<file path="config.mk">
export PLATFORM = sky130hd
export DESIGN_NAME = uart_pattern_responder
export DESIGN_NICKNAME = d
export VERILOG_FILES = /design/src/rtl/uart_pkg.sv /design/src/rtl/uart_tx_core.sv /design/src/rtl/uart_pattern_responder.sv
export SDC_FILE = /design/constraint.sdc
export NUM_CORES = 1
export LEC_CHECK = 0
export CORE_ASPECT_RATIO = 1.75
export CORE_MARGIN = 1
export CORE_UTILIZATION = 55
export CTS_BUF_LIST = sky130_fd_sc_hd__clkbuf_2
export CTS_CLUSTER_SIZE = 28
export DETAILED_ROUTE_END_ITERATION = 12
export PLACE_DENSITY_LB_ADDON = 0.1
export SYNTH_ARGS = -nofsm -noshare
export SYNTH_HDL_FRONTEND = slang
export SYNTH_HIERARCHICAL = 1
export SYNTH_SLANG_ARGS = --single-unit
</file>
<file path="constraint.sdc">
create_clock -name clk -period 2.2 [get_ports clk]
set_input_delay 0.44 -clock clk [delete_from_list [all_inputs] [get_ports clk]]
set_output_delay 0.44 -clock clk [all_outputs]
set_load 0.005 [all_outputs]
</file>
<file path="src/rtl/uart_pkg.sv">
// uart_pkg: shared UART state encodings, frame constant and ASCII case folding
package uart_pkg;
  localparam int UART_FRAME_BITS = 10;
  typedef enum logic [1:0] {SEQ_IDLE, SEQ_LOAD, SEQ_SEND} seq_state_t;
  typedef enum logic [1:0] {TX_IDLE, TX_START, TX_DATA, TX_STOP} tx_state_t;
  function automatic logic [7:0] to_upper(input logic [7:0] b);
    return (b >= 8'h61 && b <= 8'h7a) ? b - 8'h20 : b;
  endfunction
endpackage

</file>
<file path="src/rtl/uart_tx_core.sv">
// uart_tx_core: 8N1 serialiser that accepts the next byte in the final stop-bit cycle for gapless frames
module uart_tx_core
  import uart_pkg::*;
#(
  parameter int BIT_DIV = 16
)(
  input  logic       clk,
  input  logic       rst_n,
  input  logic       start,
  input  logic [7:0] data,
  output logic       tx,
  output logic       ready,
  output logic       done
);
  localparam int CW = $clog2(BIT_DIV);
  localparam logic [CW-1:0] LAST = CW'(BIT_DIV - 1);
  localparam logic [2:0] LAST_BIT = 3'(UART_FRAME_BITS - 3);
  tx_state_t state, state_n;
  logic [CW-1:0] cnt, cnt_n;
  logic [2:0] bit_idx, bit_idx_n;
  logic [7:0] shreg, shreg_n;
  logic last, accept;
  always_ff @(posedge clk)
    if (!rst_n) begin
      state   <= TX_IDLE;
      cnt     <= '0;
      bit_idx <= '0;
      shreg   <= '0;
    end else begin
      state   <= state_n;
      cnt     <= cnt_n;
      bit_idx <= bit_idx_n;
      shreg   <= shreg_n;
    end
  // done fires one cycle early so the caller's load cycle overlaps the last stop cycle
  always_comb begin
    last      = cnt == LAST;
    accept    = start && (state == TX_IDLE || (state == TX_STOP && last));
    state_n   = state;
    cnt_n     = (state == TX_IDLE || last) ? '0 : cnt + 1'b1;
    bit_idx_n = bit_idx;
    shreg_n   = shreg;
    case (state)
      TX_IDLE: if (accept) begin
        state_n = TX_START;
        shreg_n = data;
      end
      TX_START: if (last) begin
        state_n   = TX_DATA;
        bit_idx_n = '0;
      end
      TX_DATA: if (last) begin
        shreg_n   = shreg >> 1;
        bit_idx_n = bit_idx + 1'b1;
        state_n   = bit_idx == LAST_BIT ? TX_STOP : TX_DATA;
      end
      TX_STOP: if (last) begin
        state_n = accept ? TX_START : TX_IDLE;
        shreg_n = accept ? data : shreg;
      end
      default: state_n = TX_IDLE;
    endcase
    tx    = state == TX_START ? 1'b0 : state == TX_DATA ? shreg[0] : 1'b1;
    ready = state == TX_IDLE;
    done  = state == TX_STOP && cnt == CW'(BIT_DIV - 2);
  end
endmodule

</file>
<file path="src/rtl/uart_pattern_responder.sv">
// uart_pattern_responder: detects a byte pattern in the rx stream and answers with a fixed 8N1 reply
module uart_pattern_responder
  import uart_pkg::*;
#(
  parameter int CLK_HZ = 50_000_000,
  parameter int BAUD = 9600,
  parameter int PAT_LEN = 5,
  parameter logic [PAT_LEN*8-1:0] PATTERN = "MARCO",
  parameter int REP_LEN = 4,
  parameter logic [REP_LEN*8-1:0] REPLY = "POLO",
  parameter int COUNT_W = 8
)(
  input  logic               clk,
  input  logic               rst_n,
  input  logic [7:0]         rx_byte,
  input  logic               rx_valid,
  input  logic               case_fold,
  output logic               tx,
  output logic               busy,
  output logic               match_pulse,
  output logic               missed,
  output logic [COUNT_W-1:0] match_count
);
  localparam int BIT_DIV = CLK_HZ / BAUD;
  localparam int PW = PAT_LEN * 8;
  localparam int FW = $clog2(PAT_LEN + 1);
  localparam int IW = $clog2(REP_LEN + 1);
  logic [PW-1:0] win, pat_up;
  logic [FW-1:0] fill;
  logic shifted, fold_q, start, done, ready, last_byte;
  logic [7:0] rep_byte;
  logic [IW-1:0] idx, idx_n;
  seq_state_t seq, seq_n;
  for (genvar g = 0; g < PAT_LEN; g++) begin : g_fold
    assign pat_up[g*8 +: 8] = to_upper(PATTERN[g*8 +: 8]);
  end
  always_ff @(posedge clk)
    if (!rst_n) begin
      win         <= '0;
      fill        <= '0;
      shifted     <= 1'b0;
      fold_q      <= 1'b0;
      match_count <= '0;
      seq         <= SEQ_IDLE;
      idx         <= '0;
    end else begin
      shifted <= rx_valid;
      if (rx_valid) begin
        win    <= PW'({win, case_fold ? to_upper(rx_byte) : rx_byte});
        fold_q <= case_fold;
        if (fill != FW'(PAT_LEN)) fill <= fill + 1'b1;
      end
      if (match_pulse && match_count != '1) match_count <= match_count + 1'b1;
      seq <= seq_n;
      idx <= idx_n;
    end
  // busy spans the core's final stop cycle, so a hit there is reported as missed
  always_comb begin
    busy        = seq != SEQ_IDLE || !ready;
    match_pulse = shifted && fill == FW'(PAT_LEN) && win == (fold_q ? pat_up : PATTERN);
    missed      = match_pulse && busy;
    start       = seq == SEQ_LOAD;
    rep_byte    = REPLY[8*(REP_LEN-1-int'(idx)) +: 8];
    last_byte   = idx == IW'(REP_LEN - 1);
    seq_n       = seq;
    idx_n       = idx;
    if (seq == SEQ_IDLE && match_pulse && !busy) begin
      seq_n = SEQ_LOAD;
      idx_n = '0;
    end
    if (seq == SEQ_LOAD) seq_n = SEQ_SEND;
    if (seq == SEQ_SEND && done) begin
      seq_n = last_byte ? SEQ_IDLE : SEQ_LOAD;
      idx_n = last_byte ? '0 : idx + 1'b1;
    end
  end
  uart_tx_core #(.BIT_DIV(BIT_DIV)) u_tx (
    .clk   (clk),
    .rst_n (rst_n),
    .start (start),
    .data  (rep_byte),
    .tx    (tx),
    .ready (ready),
    .done  (done)
  );
endmodule

</file>
# Yosys cells after proc, flatten, opt, wreduce, memory -nomap -nowiden
# Cells that the tools add are included.
[classes]
addsub = 7
order_cmp = 2
n_eq_ne = 17
shift = 1
muxes = 25
bitwise = 1
n_reduce_logical = 28
[op_table]
columns = ["operator", "count"]
rows = [
  ["$eq A40 B39 Y1 const B", 1],
  ["$mux W8", 5],
  ["$shiftx A32 B7 Y8 const A", 1],
  ["$eq A13 B13 Y1 const B", 2],
  ["$pmux W8 S3", 1],
  ["$mux W3", 5],
  ["$mux W2", 7],
  ["$add A13 B1 Y13 const B", 1],
  ["$logic_and A1 B1 Y1", 11],
  ["$add A3 B1 Y3 const B", 3],
  ["$add A8 B1 Y8 const B", 1],
  ["$ge A8 B7 Y1 const B", 1],
  ["$le A8 B7 Y1 const B", 1],
  ["$ne A2 B1 Y1 const B", 4],
  ["$ne A8 B8 Y1 const B", 1],
  ["$pmux W2 S4", 1],
  ["$sub A8 B6 Y8 const B", 1],
  ["$eq A2 B2 Y1 const B", 3],
  ["$eq A3 B3 Y1 const B", 2],
  ["$pmux W3 S2", 1],
  ["$reduce_and A3 Y1", 2],
  ["$reduce_bool A2 Y1", 3],
  ["$reduce_bool A3 Y1", 2],
  ["$mux W1", 5],
  ["11 further kinds", 16],
]
[word_totals]
reg_bits = 83
out_inout_bits = 12
wordCells = 91

# Longest topological paths before layout
[depth]
word_depth = 8
mapped_depth = 9

# By module
# The synthesis kept the hierarchy.
[modules_own_cells]
columns = ["mod", "n_inst", "cells_each", "area_each_um2"]
rows = [
  ["uart_pattern_responder", 1, 253, 2441.1],
  ["uart_tx_core", 1, 163, 1488.9],
]

# Worst setup path before layout
# OpenSTA, ideal clock, no wires.
[synth_path]
path_type = "register to output"
start = "reg win[10]"
end = "out missed"
arrival_time_ns = 1.605
required_ns = 1.760
path_slack_ns = 0.155
path_stages_with_launch = 5
path_buffers = 0
path_cell_list = "dfxtp_1 > or4b_4 > nor4_4 > and3_2 > and2_1"
[synth_via]
elab_chain_cells = 3
[synth_lines]
columns = ["item", "line_no", "rtl"]
rows = [
  ["start, declared", "uart_pattern_responder.sv:28", "logic [PW-1:0] win, pat_up;"],
  ["start signal, assigned", "uart_pattern_responder.sv:49", "win <= PW'({win, case_fold ? to_upper(rx_byte) : rx_byte});"],
  ["$eq A40 B39 Y1", "uart_pattern_responder.sv:60", "match_pulse = shifted && fill == FW'(PAT_LEN) && win == (fold_q ? pat_up : PATTERN);"],
  ["$logic_and A1 B1 Y1", "uart_pattern_responder.sv:60", ""],
  ["named net match_pulse", "uart_pattern_responder.sv:20", "output logic match_pulse,"],
  ["$logic_and A1 B1 Y1", "uart_pattern_responder.sv:61", "missed = match_pulse && busy;"],
  ["end, declared", "uart_pattern_responder.sv:21", "output logic missed,"],
]
# The timed path passes the listed nets, and every way through them passes these cells.

# Final worst setup path
[layout_path]
start = "reg win[24]"
end = "out missed"
[layout_via]
elab_chain_cells = 3
[layout_lines]
columns = ["item", "line_no"]
rows = [
  ["$eq A40 B39 Y1", "uart_pattern_responder.sv:60"],
  ["$logic_and A1 B1 Y1", "uart_pattern_responder.sv:60"],
  ["$logic_and A1 B1 Y1", "uart_pattern_responder.sv:61"],
]
# Every way passes these cells.

==> results.md <==
* Status: finished with violations
* Failing checks: setup timing
* Post-synth EDFFs at 0
* Max Clk Rate at between 0.3 and 0.4 GHz
* Largest delay contributor family on the critical path: simple AND/OR/NAND/NOR gates
* Reg-to-reg startpoint: win[12]
* Crit path from: win[24]
* Reg-to-reg slack, setup at around 0.020 ns
* Critical path, cell by cell: or4bb_4 > nor4_4 > and3_4 > buf_6 > and2_1 > buf_2
* Hpwl dp at approximately 6000 um
* Final setup fails at 2
* HP Class: in2reg
* Pwr dens at between 500 and 600 nW/um^2
* GRT overflow at 0
* Post-synthesis async set-or-reset flop share at 0
* Initial DRC Count at ~140
* Gpl congestion at approximately 0.79
* Fin cells at about 570
* Final wirelength at roughly 8000 um
* Vias in the first global route at 3156
* Placed cells at between 500 and 600
* Uppermost layer routed: met4
* Worst VDD drop at around 0.58 mV
* Main synth FF type: dfxtp_1
* Synth Instances at ~420
* Final Cycle Share at 1.21
* Antenna violations before repair at 0
* Routed length per placed instance at ~14 um
* Crit Path Category: reg2out
* Height of the die at ~110 um
* First-pass GRT wire length at 13800 um
* Final non-filler cell area at 4690 sq um
* CP peak stage delay at between 0.5 and 0.6 ns
* Clk_lat worst skew at around 0.55 ns
* Routed vias at between 3000 and 4000
* CP Max Fanout at 2
* Layout cell share with drive strength beyond 1 at 0.215
* Final ANT Viol Nets at 0
* Cell Area, Synth at slightly below 4000 sq um
* Routed wl met2 at about 4600 um
* Number of synthesized register bits at 83
* # IOs at 24
* Syn Area/Cell at around 9.4 sq um
* Leading cell type in the layout, fill and taps excluded: dfxtp_1
* Fillers at around 580
* Core area at between 6000 and 7000 sq um
* Final WS setup at -0.467 ns
* Hold WS at around 0.23 ns
* Fin crit period at 2.67 ns
* Final hold violation count at 0
* Initial Utilization at 0.569
* Drt pass-1 iters at 4
* Worst-path clk slew at about 0.2 ns
* H-tree depth at 3
* Yosys warns at 6
* Register area at approximately 1700 sq um
* CTS Sinks at 83
* Vias/cell at between 5 and 6
* Endpoint of the worst setup timing path: missed
* Maximum number of pins on one net before global-route repair at between 40 and 50
* Worst Reg2Reg Path Length in Cells at 6
* Netlist cell types at 62
* Drt drc at 0
* Clock Path Buffers at 2
* Element type at the critical path end: primary output
* Crit start category: flip-flop
* CP bufs+invs at 2
* TritonCTS Buffers at 9
* Crit path depth at 6
* Final Max Tran Viols at 0
* Maxcap violations at 0
* Final setup skew at 0.0222 ns
* GRT Total Usage at 0.242
* IO buf count at 23
* Die width at between 60 and 70 um
* CTS root buf: clkbuf_2
* Row count at 40
* P_leak at between 1.5 and 2 nW
* Met3 WL at about 110 um
* Diodes inserted at 0
* M1 WL at approximately 3300 um
* Nets at between 500 and 600
* Commonest non-fill, non-tap cells in the layout: dfxtp_1 (77), nor2_1 (66), mux2i_1 (44)
* Multi-input gate area at approximately 2200 sq um
* CTS tree: done
* Post-CTS Hold Buffers at 0
* Slowest CP cell: or4bb_4
* RSZ-0062 raised after global routing: true
* Die area at 7500 sq um
* Crit path arrival time at between 2 and 2.5 ns
* FF-to-FF End: match_count[5]
* Syn-to-layout area delta at 19.5%
* WP data required at 1.76 ns
* Placed Area at 4490 sq um
* Seq/Total Area, Yosys at 0.423
per-layer routing:
layer  up-vias  GRT usage
met5         -          0
met4         0      0.142
met3        20     0.0280
met2        29      0.450
met1      1485      0.249
li1       1584          -
area by class of cell:
type | instances | share of cell area
multi-input combinational | 300 | 0.465
sequential | 83 | 0.356
timing repair buffer | 67 | 0.122
tap | 84 | 0.0224
inverter | 18 | 0.0149
clock buffer | 11 | 0.0117
clock inverter | 4 | 0.00906
synth_stat cells, drive strengths merged (5+ instances only):
cell type	n	area (sq um)
dfxtp	83	1660
a21oi	18	90.1
nand4	11	83.8
nor2	66	248
clkbuf	13	48.8
mux2	7	78.8
xnor2	10	87.6
and2	5	33.8
nor4	5	61.3
ha	15	188
and4	5	46.3
o21ai	11	58.8
nand2	28	105
nand3	9	45.0
nor3	9	45.0
mux2i	44	440
or3	7	51.3
inv	18	67.6
worst min-delay path by stage:
stage                   from             to  slack (ns)  depth (start not counted)
2_1_floorplan    u_tx/cnt[0]    u_tx/cnt[0]        0.43                          1
3_3_place_gp   u_tx/shreg[2]  u_tx/shreg[2]        0.44                          2
3_5_place_dp   u_tx/shreg[5]  u_tx/shreg[5]        0.45                          2
4_1_cts             rx_valid        fill[2]        0.19                          3
5_1_grt             rx_valid        fill[2]        0.23                          3
6_report            rx_valid        fill[2]        0.23                          3
per-stage QoR:
step                      worst slack [ns]  power [W]  TNS [ns]   util
after CTS                           -0.550    0.00269     -1.14  0.678
after floorplan                      0.155    0.00179         0      -
after global routing                -0.588    0.00279     -1.26  0.680
after detailed placement            -0.262    0.00192    -0.422  0.650
final                               -0.467    0.00266    -0.849  0.680
after global placement              -0.232    0.00191    -0.353  0.650
report_power, final:
group,switching [W],leakage [nW],total [W],internal [W]
Clock,0.000485,0.0669,0.000742,0.000257
Combinational,0.000180,1.20,0.000351,0.000172
Sequential,0.0000249,0.675,0.00157,0.00154
Total,0.000689,1.94,0.00266,0.00197
state kept, by name, indices dropped and copies added (netlist names):
name / cells
fill: 3
idx: 3
match_count: 8
seq: 2
shifted: 1
u_tx/bit_idx: 3
u_tx/cnt: 13
u_tx/shreg: 8
u_tx/state: 2
win: 40
worst register-to-register path, delay by kind of cell (launching register included):
kind / cells / cell delay, ns
simple gates: 4 / 1.49
compound gates: 1 / 0.11
flops: 1 / 0.36
buf+inv: 1 / 0.19
cell families after synthesis:
group	count (synthesis)	synth area share
other	1	0.000954
AO/OA/AOI/OAI	46	0.0796
buffers and inverters	34	0.0382
multiplexers	51	0.132
flip-flops	83	0.423
XOR/XNOR	13	0.0290
adder cells (fa/ha/maj)	15	0.0478
AND/OR/NAND/NOR	173	0.250
repair_timing:
item	CTS	global route
endpoints found under the hold margin	0	0
pin swaps	9	9
gates resized for setup	25	13
buffers inserted	6	1
cloned	0	0
endpoints found under the setup margin	4	10
Note: power is estimated with default switching activity, not from simulation.
